==> config.mk <==
export PLATFORM = sky130hd
export DESIGN_NAME = core_bus_port_flat
export DESIGN_NICKNAME = d
export VERILOG_FILES = /design/src/rtl/core_bus_port_if.sv /design/src/rtl/core_bus_port.sv /design/src/flat_wrapper.sv
export SDC_FILE = /design/constraint.sdc
export NUM_CORES = 1
export LEC_CHECK = 0
export ABC_CLOCK_PERIOD_IN_PS = 2730
export BUFFER_PORTS_ARGS = -buffer_cell sky130_fd_sc_hd__buf_2
export CELL_PAD_IN_SITES_DETAIL_PLACEMENT = 0
export CELL_PAD_IN_SITES_GLOBAL_PLACEMENT = 1
export CORE_AREA = 8 8 83 100
export CTS_BUF_LIST = sky130_fd_sc_hd__clkbuf_8
export DETAILED_ROUTE_END_ITERATION = 10
export DIE_AREA = 0 0 91 108
export PLACE_DENSITY_LB_ADDON = 0.1
export SLEW_MARGIN = 20
export SYNTH_ARGS = -nofsm -noshare
export SYNTH_HDL_FRONTEND = slang
export SYNTH_SLANG_ARGS = --single-unit
==> constraint.sdc <==
create_clock -name clk -period 2.73 [get_ports clk]
set_clock_uncertainty 0.15 [all_clocks]
set_input_delay 0.1365 -clock clk [delete_from_list [all_inputs] [get_ports clk]]
set_output_delay 0.1365 -clock clk [all_outputs]
set_load 0.05 [all_outputs]
==> src/rtl/core_bus_port_if.sv <==
// Bundles the core command/response handshake and the arbiter bus lines of core_bus_port.
// master: the port itself; slave: the core plus arbiter side that drives it.
interface core_bus_port_if #(
  parameter int AW = 9,
  parameter int DW = 8
);
  logic          cmd_valid;
  logic          cmd_ready;
  logic          cmd_rw;
  logic [AW-1:0] cmd_address;
  logic [DW-1:0] cmd_wdata;
  logic          rsp_valid;
  logic          rsp_ready;
  logic [DW-1:0] rsp_rdata;
  logic          rsp_err;
  logic          wr_done;
  logic          bus_request;
  logic          bus_rw;
  logic [AW-1:0] bus_address;
  logic [DW-1:0] bus_data_out;
  logic [DW-1:0] bus_data_in;
  logic          bus_grant;

  modport master (
    input  cmd_valid, cmd_rw, cmd_address, cmd_wdata, rsp_ready, bus_data_in, bus_grant,
    output cmd_ready, rsp_valid, rsp_rdata, rsp_err, wr_done,
           bus_request, bus_rw, bus_address, bus_data_out
  );

  modport slave (
    output cmd_valid, cmd_rw, cmd_address, cmd_wdata, rsp_ready, bus_data_in, bus_grant,
    input  cmd_ready, rsp_valid, rsp_rdata, rsp_err, wr_done,
           bus_request, bus_rw, bus_address, bus_data_out
  );
endinterface

==> src/rtl/core_bus_port.sv <==
// Core-side bus initiator: command FIFO, request/grant FSM with a GAP cycle, and a read response register.
// Optional grant-wait timeout is enabled by defining CORE_BUS_PORT_TIMEOUT_EN.
module core_bus_port #(
  parameter int AW      = 9,
  parameter int DW      = 8,
  parameter int DEPTH   = 2,
  parameter int TIMEOUT = 255
) (
  input logic             clk,
  input logic             reset,
  core_bus_port_if.master bif
);
  localparam int PW = $clog2(DEPTH);
  localparam int EW = 1 + AW + DW;
  localparam logic [1:0] IDLE = 2'd0;
  localparam logic [1:0] REQ  = 2'd1;
  localparam logic [1:0] GAP  = 2'd2;

  if (DEPTH < 2 || (DEPTH & (DEPTH - 1)) != 0 || TIMEOUT < 1) begin : g_bad_cfg
    $error("core_bus_port: DEPTH must be a power of two >= 2 and TIMEOUT >= 1");
  end

  logic [1:0]    state_q, state_d;
  logic [EW-1:0] mem_q [DEPTH];
  logic [EW-1:0] mem_d [DEPTH];
  logic [PW:0]   wr_ptr_q, wr_ptr_d, rd_ptr_q, rd_ptr_d;
  logic          cmd_ready_q, cmd_ready_d;
  logic          bus_request_q, bus_request_d;
  logic          bus_rw_q, bus_rw_d;
  logic [AW-1:0] bus_address_q, bus_address_d;
  logic [DW-1:0] bus_data_q, bus_data_d;
  logic          wr_done_q, wr_done_d;
  logic          rsp_valid_q, rsp_valid_d;
  logic [DW-1:0] rsp_rdata_q, rsp_rdata_d;
  logic          push, pop, empty, done, abort;
  logic [EW-1:0] head;

`ifdef CORE_BUS_PORT_TIMEOUT_EN
  localparam int CW = ($clog2(TIMEOUT + 1) > 8) ? $clog2(TIMEOUT + 1) : 8;
  localparam logic [CW-1:0] CNT_LAST = CW'(TIMEOUT - 1);
  logic [CW-1:0] cnt_q, cnt_d;
  logic          rsp_err_q, rsp_err_d;
`endif

  assign push  = bif.cmd_valid && cmd_ready_q;
  assign empty = (wr_ptr_q == rd_ptr_q);
  assign head  = mem_q[rd_ptr_q[PW-1:0]];

  // cmd_ready is registered from the post-update occupancy, so a full FIFO never accepts.
  always_comb begin
    mem_d    = mem_q;
    wr_ptr_d = push ? wr_ptr_q + 1'b1 : wr_ptr_q;
    rd_ptr_d = pop  ? rd_ptr_q + 1'b1 : rd_ptr_q;
    if (push) mem_d[wr_ptr_q[PW-1:0]] = {bif.cmd_rw, bif.cmd_address, bif.cmd_wdata};
    cmd_ready_d = !((wr_ptr_d[PW] != rd_ptr_d[PW]) &&
                    (wr_ptr_d[PW-1:0] == rd_ptr_d[PW-1:0]));
  end

  always_comb begin
    state_d       = state_q;
    bus_request_d = bus_request_q;
    bus_rw_d      = bus_rw_q;
    bus_address_d = bus_address_q;
    bus_data_d    = bus_data_q;
    wr_done_d     = 1'b0;
    rsp_valid_d   = rsp_valid_q && !bif.rsp_ready;
    rsp_rdata_d   = rsp_rdata_q;
    pop           = 1'b0;
    done          = 1'b0;
    abort         = 1'b0;
`ifdef CORE_BUS_PORT_TIMEOUT_EN
    cnt_d         = cnt_q;
    rsp_err_d     = rsp_err_q;
`endif
    case (state_q)
      IDLE: begin
        if (!empty && (!head[EW-1] || !rsp_valid_q)) begin
          bus_rw_d      = head[EW-1];
          bus_address_d = head[DW +: AW];
          bus_data_d    = head[DW-1:0];
          bus_request_d = 1'b1;
          state_d       = REQ;
`ifdef CORE_BUS_PORT_TIMEOUT_EN
          cnt_d         = '0;
`endif
        end
      end
      REQ: begin
        done = bif.bus_grant;
`ifdef CORE_BUS_PORT_TIMEOUT_EN
        abort = !bif.bus_grant && (cnt_q == CNT_LAST);
        cnt_d = cnt_q + 1'b1;
`endif
      end
      GAP:     state_d = IDLE;
      default: state_d = IDLE;
    endcase

    // A grant and a timeout expiry share the completion path; a grant always takes priority.
    if (done || abort) begin
      pop           = 1'b1;
      bus_request_d = 1'b0;
      state_d       = GAP;
      if (bus_rw_q) begin
        rsp_valid_d = 1'b1;
        rsp_rdata_d = abort ? '1 : bif.bus_data_in;
`ifdef CORE_BUS_PORT_TIMEOUT_EN
        rsp_err_d   = abort;
`endif
      end else begin
        wr_done_d = 1'b1;
      end
    end
  end

  always_ff @(posedge clk or posedge reset) begin
    if (reset) begin
      state_q       <= IDLE;
      for (int unsigned i = 0; i < DEPTH; i++) mem_q[i] <= '0;
      wr_ptr_q      <= '0;
      rd_ptr_q      <= '0;
      cmd_ready_q   <= 1'b1;
      bus_request_q <= 1'b0;
      bus_rw_q      <= 1'b0;
      bus_address_q <= '0;
      bus_data_q    <= '0;
      wr_done_q     <= 1'b0;
      rsp_valid_q   <= 1'b0;
      rsp_rdata_q   <= '0;
`ifdef CORE_BUS_PORT_TIMEOUT_EN
      cnt_q         <= '0;
      rsp_err_q     <= 1'b0;
`endif
    end else begin
      state_q       <= state_d;
      mem_q         <= mem_d;
      wr_ptr_q      <= wr_ptr_d;
      rd_ptr_q      <= rd_ptr_d;
      cmd_ready_q   <= cmd_ready_d;
      bus_request_q <= bus_request_d;
      bus_rw_q      <= bus_rw_d;
      bus_address_q <= bus_address_d;
      bus_data_q    <= bus_data_d;
      wr_done_q     <= wr_done_d;
      rsp_valid_q   <= rsp_valid_d;
      rsp_rdata_q   <= rsp_rdata_d;
`ifdef CORE_BUS_PORT_TIMEOUT_EN
      cnt_q         <= cnt_d;
      rsp_err_q     <= rsp_err_d;
`endif
    end
  end

  assign bif.cmd_ready    = cmd_ready_q;
  assign bif.bus_request  = bus_request_q;
  assign bif.bus_rw       = bus_rw_q;
  assign bif.bus_address  = bus_address_q;
  assign bif.bus_data_out = bus_data_q;
  assign bif.wr_done      = wr_done_q;
  assign bif.rsp_valid    = rsp_valid_q;
  assign bif.rsp_rdata    = rsp_rdata_q;
`ifdef CORE_BUS_PORT_TIMEOUT_EN
  assign bif.rsp_err      = rsp_err_q;
`else
  assign bif.rsp_err      = 1'b0;
`endif
endmodule

==> src/flat_wrapper.sv <==
// flat-port wrapper written by rule: the top's interface ports become plain ports
module core_bus_port_flat 
#(
  parameter int AW      = 9,
  parameter int DW      = 8,
  parameter int DEPTH   = 2,
  parameter int TIMEOUT = 255
)
  (clk, reset, bif_cmd_valid, bif_cmd_rw, bif_cmd_address, bif_cmd_wdata, bif_rsp_ready, bif_bus_data_in, bif_bus_grant, bif_cmd_ready, bif_rsp_valid, bif_rsp_rdata, bif_rsp_err, bif_wr_done, bif_bus_request, bif_bus_rw, bif_bus_address, bif_bus_data_out);
  core_bus_port_if #(.AW(AW), .DW(DW)) bif_i ();
  input logic clk;
  input logic reset;
  input wire logic [$bits(bif_i.cmd_valid)-1:0] bif_cmd_valid;
  input wire logic [$bits(bif_i.cmd_rw)-1:0] bif_cmd_rw;
  input wire logic [$bits(bif_i.cmd_address)-1:0] bif_cmd_address;
  input wire logic [$bits(bif_i.cmd_wdata)-1:0] bif_cmd_wdata;
  input wire logic [$bits(bif_i.rsp_ready)-1:0] bif_rsp_ready;
  input wire logic [$bits(bif_i.bus_data_in)-1:0] bif_bus_data_in;
  input wire logic [$bits(bif_i.bus_grant)-1:0] bif_bus_grant;
  output wire logic [$bits(bif_i.cmd_ready)-1:0] bif_cmd_ready;
  output wire logic [$bits(bif_i.rsp_valid)-1:0] bif_rsp_valid;
  output wire logic [$bits(bif_i.rsp_rdata)-1:0] bif_rsp_rdata;
  output wire logic [$bits(bif_i.rsp_err)-1:0] bif_rsp_err;
  output wire logic [$bits(bif_i.wr_done)-1:0] bif_wr_done;
  output wire logic [$bits(bif_i.bus_request)-1:0] bif_bus_request;
  output wire logic [$bits(bif_i.bus_rw)-1:0] bif_bus_rw;
  output wire logic [$bits(bif_i.bus_address)-1:0] bif_bus_address;
  output wire logic [$bits(bif_i.bus_data_out)-1:0] bif_bus_data_out;
  assign bif_i.cmd_valid = bif_cmd_valid;
  assign bif_i.cmd_rw = bif_cmd_rw;
  assign bif_i.cmd_address = bif_cmd_address;
  assign bif_i.cmd_wdata = bif_cmd_wdata;
  assign bif_i.rsp_ready = bif_rsp_ready;
  assign bif_i.bus_data_in = bif_bus_data_in;
  assign bif_i.bus_grant = bif_bus_grant;
  assign bif_cmd_ready = bif_i.cmd_ready;
  assign bif_rsp_valid = bif_i.rsp_valid;
  assign bif_rsp_rdata = bif_i.rsp_rdata;
  assign bif_rsp_err = bif_i.rsp_err;
  assign bif_wr_done = bif_i.wr_done;
  assign bif_bus_request = bif_i.bus_request;
  assign bif_bus_rw = bif_i.bus_rw;
  assign bif_bus_address = bif_i.bus_address;
  assign bif_bus_data_out = bif_i.bus_data_out;
  core_bus_port #(.AW(AW), .DW(DW), .DEPTH(DEPTH), .TIMEOUT(TIMEOUT)) u_core (.clk(clk), .reset(reset), .bif(bif_i));
endmodule
# Word level (Yosys, flattened, before mapping)
# Index checks and enable logic that the tools add are counted.
[word_totals] ff_bits=72 input_bits=31 wordCells=64
[classes] n_addsub=2 n_lt_le_gt_ge=3 n_eq_ne=6 muxes=20 bitwise_logic=2 reduce_logical=18
[op_table] op="$mux 18" n=4
[op_table] op="$bwmux 36" n=1
[op_table] op="$demux 18 s1" n=1
[op_table] op="$mux 1" n=9
[op_table] op="$mux 2" n=4
[op_table] op="$reduce_and 2->1" n=4
[op_table] op="$logic_and 1x1->1" n=5
[op_table] op="$logic_not 1->1" n=5
[op_table] op="$add 2x1->2 const B" n=2
[op_table] op="$ge 2x2->1 const B" n=2
[op_table] op="$not 1->2" n=2
[op_table] op="$pmux 2 s2" n=1
[op_table] op="$reduce_bool 2->1" n=2
[op_table] op="$ne 3x1->1 const B" n=1
[op_table] op="$eq 2x1->1 const B" n=1
[op_table] op="$eq 2x2->1" n=1
[op_table] op="$logic_not 2->1" n=1
[op_table] op="$lt 2x1->1 const B" n=1
[op_table] op="$ne 2x1->1 const B" n=1
[op_table] op="$eq 1x1->1" n=1
[op_table] op="$logic_or 1x1->1" n=1
[op_table] op="$ne 1x1->1" n=1

# Depth between registers and ports, before layout
[logic_depth] ltp_word=10 depth_mapped=6 ltp_nobuf=4

# Worst setup path before layout
# Ideal clock, no wire load.
[synth_timing] path_type="register -> register" from="register u_core.cmd_ready_q, in the netlist u_core.bif.cmd_ready" to="register u_core.mem_q[18] (netlist bit)" arrival_time_ns=2.000 required_ns=2.455 path_slack_ns=0.456 path_stages_with_launch=6 path_buffers=2 synth_period_minus_slack_ns=2.274 path_cell_list="dfstp_2 -> and2_1 -> ha_1 -> clkbuf_1 -> buf_1 -> mux2_2"
[synth_via] elab_chain_cells=1
[synth_lines] item="from (decl)" line="core_bus_port.sv:27" text="logic cmd_ready_q, cmd_ready_d;"
[synth_lines] item="from (signal assigned)" line="core_bus_port.sv:139" text="cmd_ready_q <= cmd_ready_d;"
[synth_lines] item="$logic_and 1x1->1" line="core_bus_port.sv:45" text="assign push = bif.cmd_valid && cmd_ready_q;"
[synth_lines] item="to (signal assigned)" line="core_bus_port.sv:136" text="mem_q <= mem_d;"
[synth_lines] item="to (decl)" line="core_bus_port.sv:24" text="logic [EW-1:0] mem_q [DEPTH];"
# Every way passes these cells.
# A chain may end at the register's enable or synchronous reset.

# Final worst setup path
[layout_timing] from="register u_core.rd_ptr_q[0]" to="register u_core.bus_rw_q, in the netlist u_core.bif.bus_rw"
[layout_via] elab_chain_cells=8 word_cells_on_any_way=10 classes_between="1 x eq/ne; 3 x mux; 1 x bitwise; 5 x reduce/logical"
[layout_lines] item="from (decl)" line="core_bus_port.sv:26" text="logic [PW:0] wr_ptr_q, wr_ptr_d, rd_ptr_q, rd_ptr_d;"
[layout_lines] item="from (signal assigned)" line="core_bus_port.sv:138" text="rd_ptr_q <= rd_ptr_d;"
[layout_lines] item="$not 1->2 (not written as such)" line="core_bus_port.sv:47" text="assign head = mem_q[rd_ptr_q[PW-1:0]];"
[layout_lines] item="$mux 18 (not written as such) (3 in series)" line="core_bus_port.sv:47"
[layout_lines] item="$logic_not 1->1" line="core_bus_port.sv:77" text="if (!empty && (!head[EW-1] || !rsp_valid_q)) begin"
[layout_lines] item="$logic_or 1x1->1" line="core_bus_port.sv:77"
[layout_lines] item="$logic_and 1x1->1" line="core_bus_port.sv:77"
[layout_lines] item="$reduce_and 2->1 (no source line)"
[layout_lines] item="to (signal assigned)" line="core_bus_port.sv:141" text="bus_rw_q <= bus_rw_d;"
[layout_lines] item="to (decl)" line="core_bus_port.sv:29" text="logic bus_rw_q, bus_rw_d;"
# Parallel ways exist; a longest one is shown, timed or not. The select of a mux whose other input is x is not followed.

==> flow_summary.ini <==
[routing]
antenna_left = 0
wire_per_inst_um = 14.6
drcViolationCount = 0
drtIter0Drc = 48
num_vias = 1865
drt_wl_total_mm = 5.82
avgViaCountPerCell = 4.69
first_pass_iters = 3

[logic_synthesis]
synth-edff-count = 0
synthSimpleGateAreaFrac = 0.0463
syn-cell-area_um2 = 2970
synth_top_family_by_area = multiplexers
synth_cells = 210
synthFlopType = dfrtp_1
synth_fa_ha_area_frac = 0.00421
synth_fp_nets = 242
synth-seq-area-share = 0.606
ys_warn_count = 0
synth_xor_area_frac = 0.0206
synth_compound_area_frac = 0.0577
avgSynthCellArea_um2 = 14.2
async_reset_ff_frac = 1.00
yosysTopAreaCell = dfrtp_1
synth_area_leaders = dfrtp_1 (60%), mux2_2 (17%), mux2i_1 (5.7%), a21oi_2 (3.5%), nor2_1 (2.5%)
synth_cell_types = 29
synth_top_area_share = 0.598
ys_ff_latch = 72
synthMuxAreaShare = 0.233

[clock_tree]
ctsHtreeMaxLevel = 3
numCtsBuffers = 9
cts_setup_buffers = 0
cts_resized = 0
clockBufferDepth = 2
clk_latency_ns = 0.34
cts_root_buffer = clkbuf_8
cts_sinks = 72
cts_tree = built
path_clk_slew_ns = 0.08

[worst_setup_path]
cp_top_family = buffers and inverters
worstSetupEndpointType = register
crit_chain = buf_4, xnor2_1, a221oi_4, buf_4, mux2_2
path_buf_inv = 2
critPathSlowestCell = dfrtp_1
max_stage_delay_ns = 0.39
critPathKind = register to register
crit_fanout = 18
required_ns = 2.80
cp_data_arrival_time_ns = 2.05
critPathLaunchType = register
rrSetupSlack_ns = 0.75
path_common_cell = buf_4

[placement]
hpwl_mm = 4.01
numPortBuffers = 60
gp_congestion = 0.702

[sta]
setup_tns_ns = 0
min_period_ns = 1.98
setup_violations = 0
slew_headroom = 0.573
fmaxAchievable_mhz = 506
rsz0062_at_grt = no
worst-slew-pin-transition_ns = 0.640
finalCritPeriodShare = 0.724
hold_viol = 0
finalMaxSlewViolations = 0

[final_layout]
multi_input_area_um2 = 1080
layout_common_cells = dfrtp_1 (71), buf_2 (60), mux2_2 (45)
nFillCells = 574
layout_commonest_cell = dfrtp_1
area_delta_synth_final_pct = 31.1
drive_gt1_frac = 0.466
nets = 338
fin_util = 0.582
seqCellArea_um2 = 1800
antenna_cells = 0

[pwr]
vdd_drop_max_uv = 587
p_leak_nw = 1.78
power_mw = 5.56
p_per_area_nw_per_um2 = 1430

[global_route]
grt_max_degree = 44
grtUsageTotal = 0.129
grt_pass1_vias = 2000
grt_pass1_wl_mm = 9.94
antenna_found_initial = 0
gr-total-overflow = 0

[die]
start_util = 0.444
ios = 62
rows = 33
core_um2 = 6690
die_area_um2 = 9830
fp.dieW_um = 91
die_h_um = 108

[hold_path]
worstHoldPathType = input pin to register

[job]
cap_violations = 0

[status]
status = completed
==> where the power goes <==
part / switching (mW) / total (mW) / internal, mW
sequential: 0.275 / 1.90 / 1.63
clock: 0.394 / 0.957 / 0.563
combinational: 1.67 / 2.70 / 1.03
total: 2.34 / 5.56 / 3.22
==> per-stage QoR <==
stage	instances	area [um^2]	hold WS (ns)	setup WS, ns
finish	398	3900	0.143	0.753
detailed placement	353	3370	0.115	0.743
global route	398	3900	0.160	0.613
floorplan	210	2970	0.0829	0.456
CTS	398	3900	0.139	0.716
global placement	353	3370	0.119	0.783
==> kinds of logic (layout without fill, tap and decap cells) <==
| logic type | count (synthesis) | after routing |
|---|---|---|
| AOI/OAI and AO/OA | 20 | 20 |
| other | 1 | 1 |
| DFF | 72 | 72 |
| xor gates and xnor gates | 7 | 7 |
| and+or+nand+nor | 30 | 30 |
| muxes | 63 | 63 |
| adders and majority gates | 1 | 1 |
| buffers and inverters | 16 | 117 |
==> cells in the mapped netlist (2+ instances only) <==
cell type and n:
dfrtp_1 71, mux2_2 45, nor2_1 20, mux2i_1 17
a21oi_2 12, xnor2_1 7, a21oi_1 5, clkbuf_1 4
inv_1 4, buf_6 3, buf_4 2, nand2_1 2
or2_2 2
==> flip-flops by register name, indices dropped and copies added, names as in the netlist <==
name,flops
u_core.mem_q,36
u_core.bif.bus_address,9
u_core.bif.bus_data_out,8
u_core.bif.rsp_rdata,8
u_core.rd_ptr_q,2
u_core.state_q,2
u_core.wr_ptr_q,2
u_core.bif.bus_request,1
u_core.bif.bus_rw,1
u_core.bif.cmd_ready,1
u_core.bif.rsp_valid,1
u_core.bif.wr_done,1
==> worst paths after layout <==
check	start	end	cells past startpoint
worst max register to register	u_core.rd_ptr_q[0]	u_core.bif.bus_rw	5
worst min register to register	u_core.wr_ptr_q[1]	u_core.wr_ptr_q[1]	1
worst max-delay path	u_core.rd_ptr_q[0]	u_core.bif.bus_rw	5
max in group asynchronous	reset	u_core.bif.cmd_ready	4
worst min-delay path	bif_cmd_valid	u_core.wr_ptr_q[0]	4
min in group asynchronous	reset	u_core.bif.bus_address[7]	3
==> worst reg2reg max path: cells and delay by family (launching register included) <==
family,cells,cell delay (ns)
flops,1,0.39
compound gates,1,0.27
mux,1,0.35
buf+inv,2,0.54
xor+xnor,1,0.16
==> timing repair <==
action	CTS	global route
hold endpoints to repair	75	0
setup endpoints to repair	0	0
hold buffers	29	0
==> layout make-up <==
cell class                 instances  share of cell area
inverter                           5             0.00482
sequential                        72               0.463
multi-input combinational        122               0.277
timing repair buffer              96               0.168
tap                               87              0.0279
clock buffer                      11              0.0389
clock inverter                     5              0.0206
==> routing by layer <==
| layer | track usage | vias up | share of wire |
|---|---|---|---|
| li1 | - | 918 | - |
| met4 | 0.0492 | 0 | 0.011 |
| met5 | 0 | - | 0 |
| met1 | 0.153 | 894 | 0.45 |
| met2 | 0.202 | 47 | 0.48 |
| met3 | 0.0568 | 6 | 0.059 |
No activity file was read; power rests on OpenSTA's default activity.
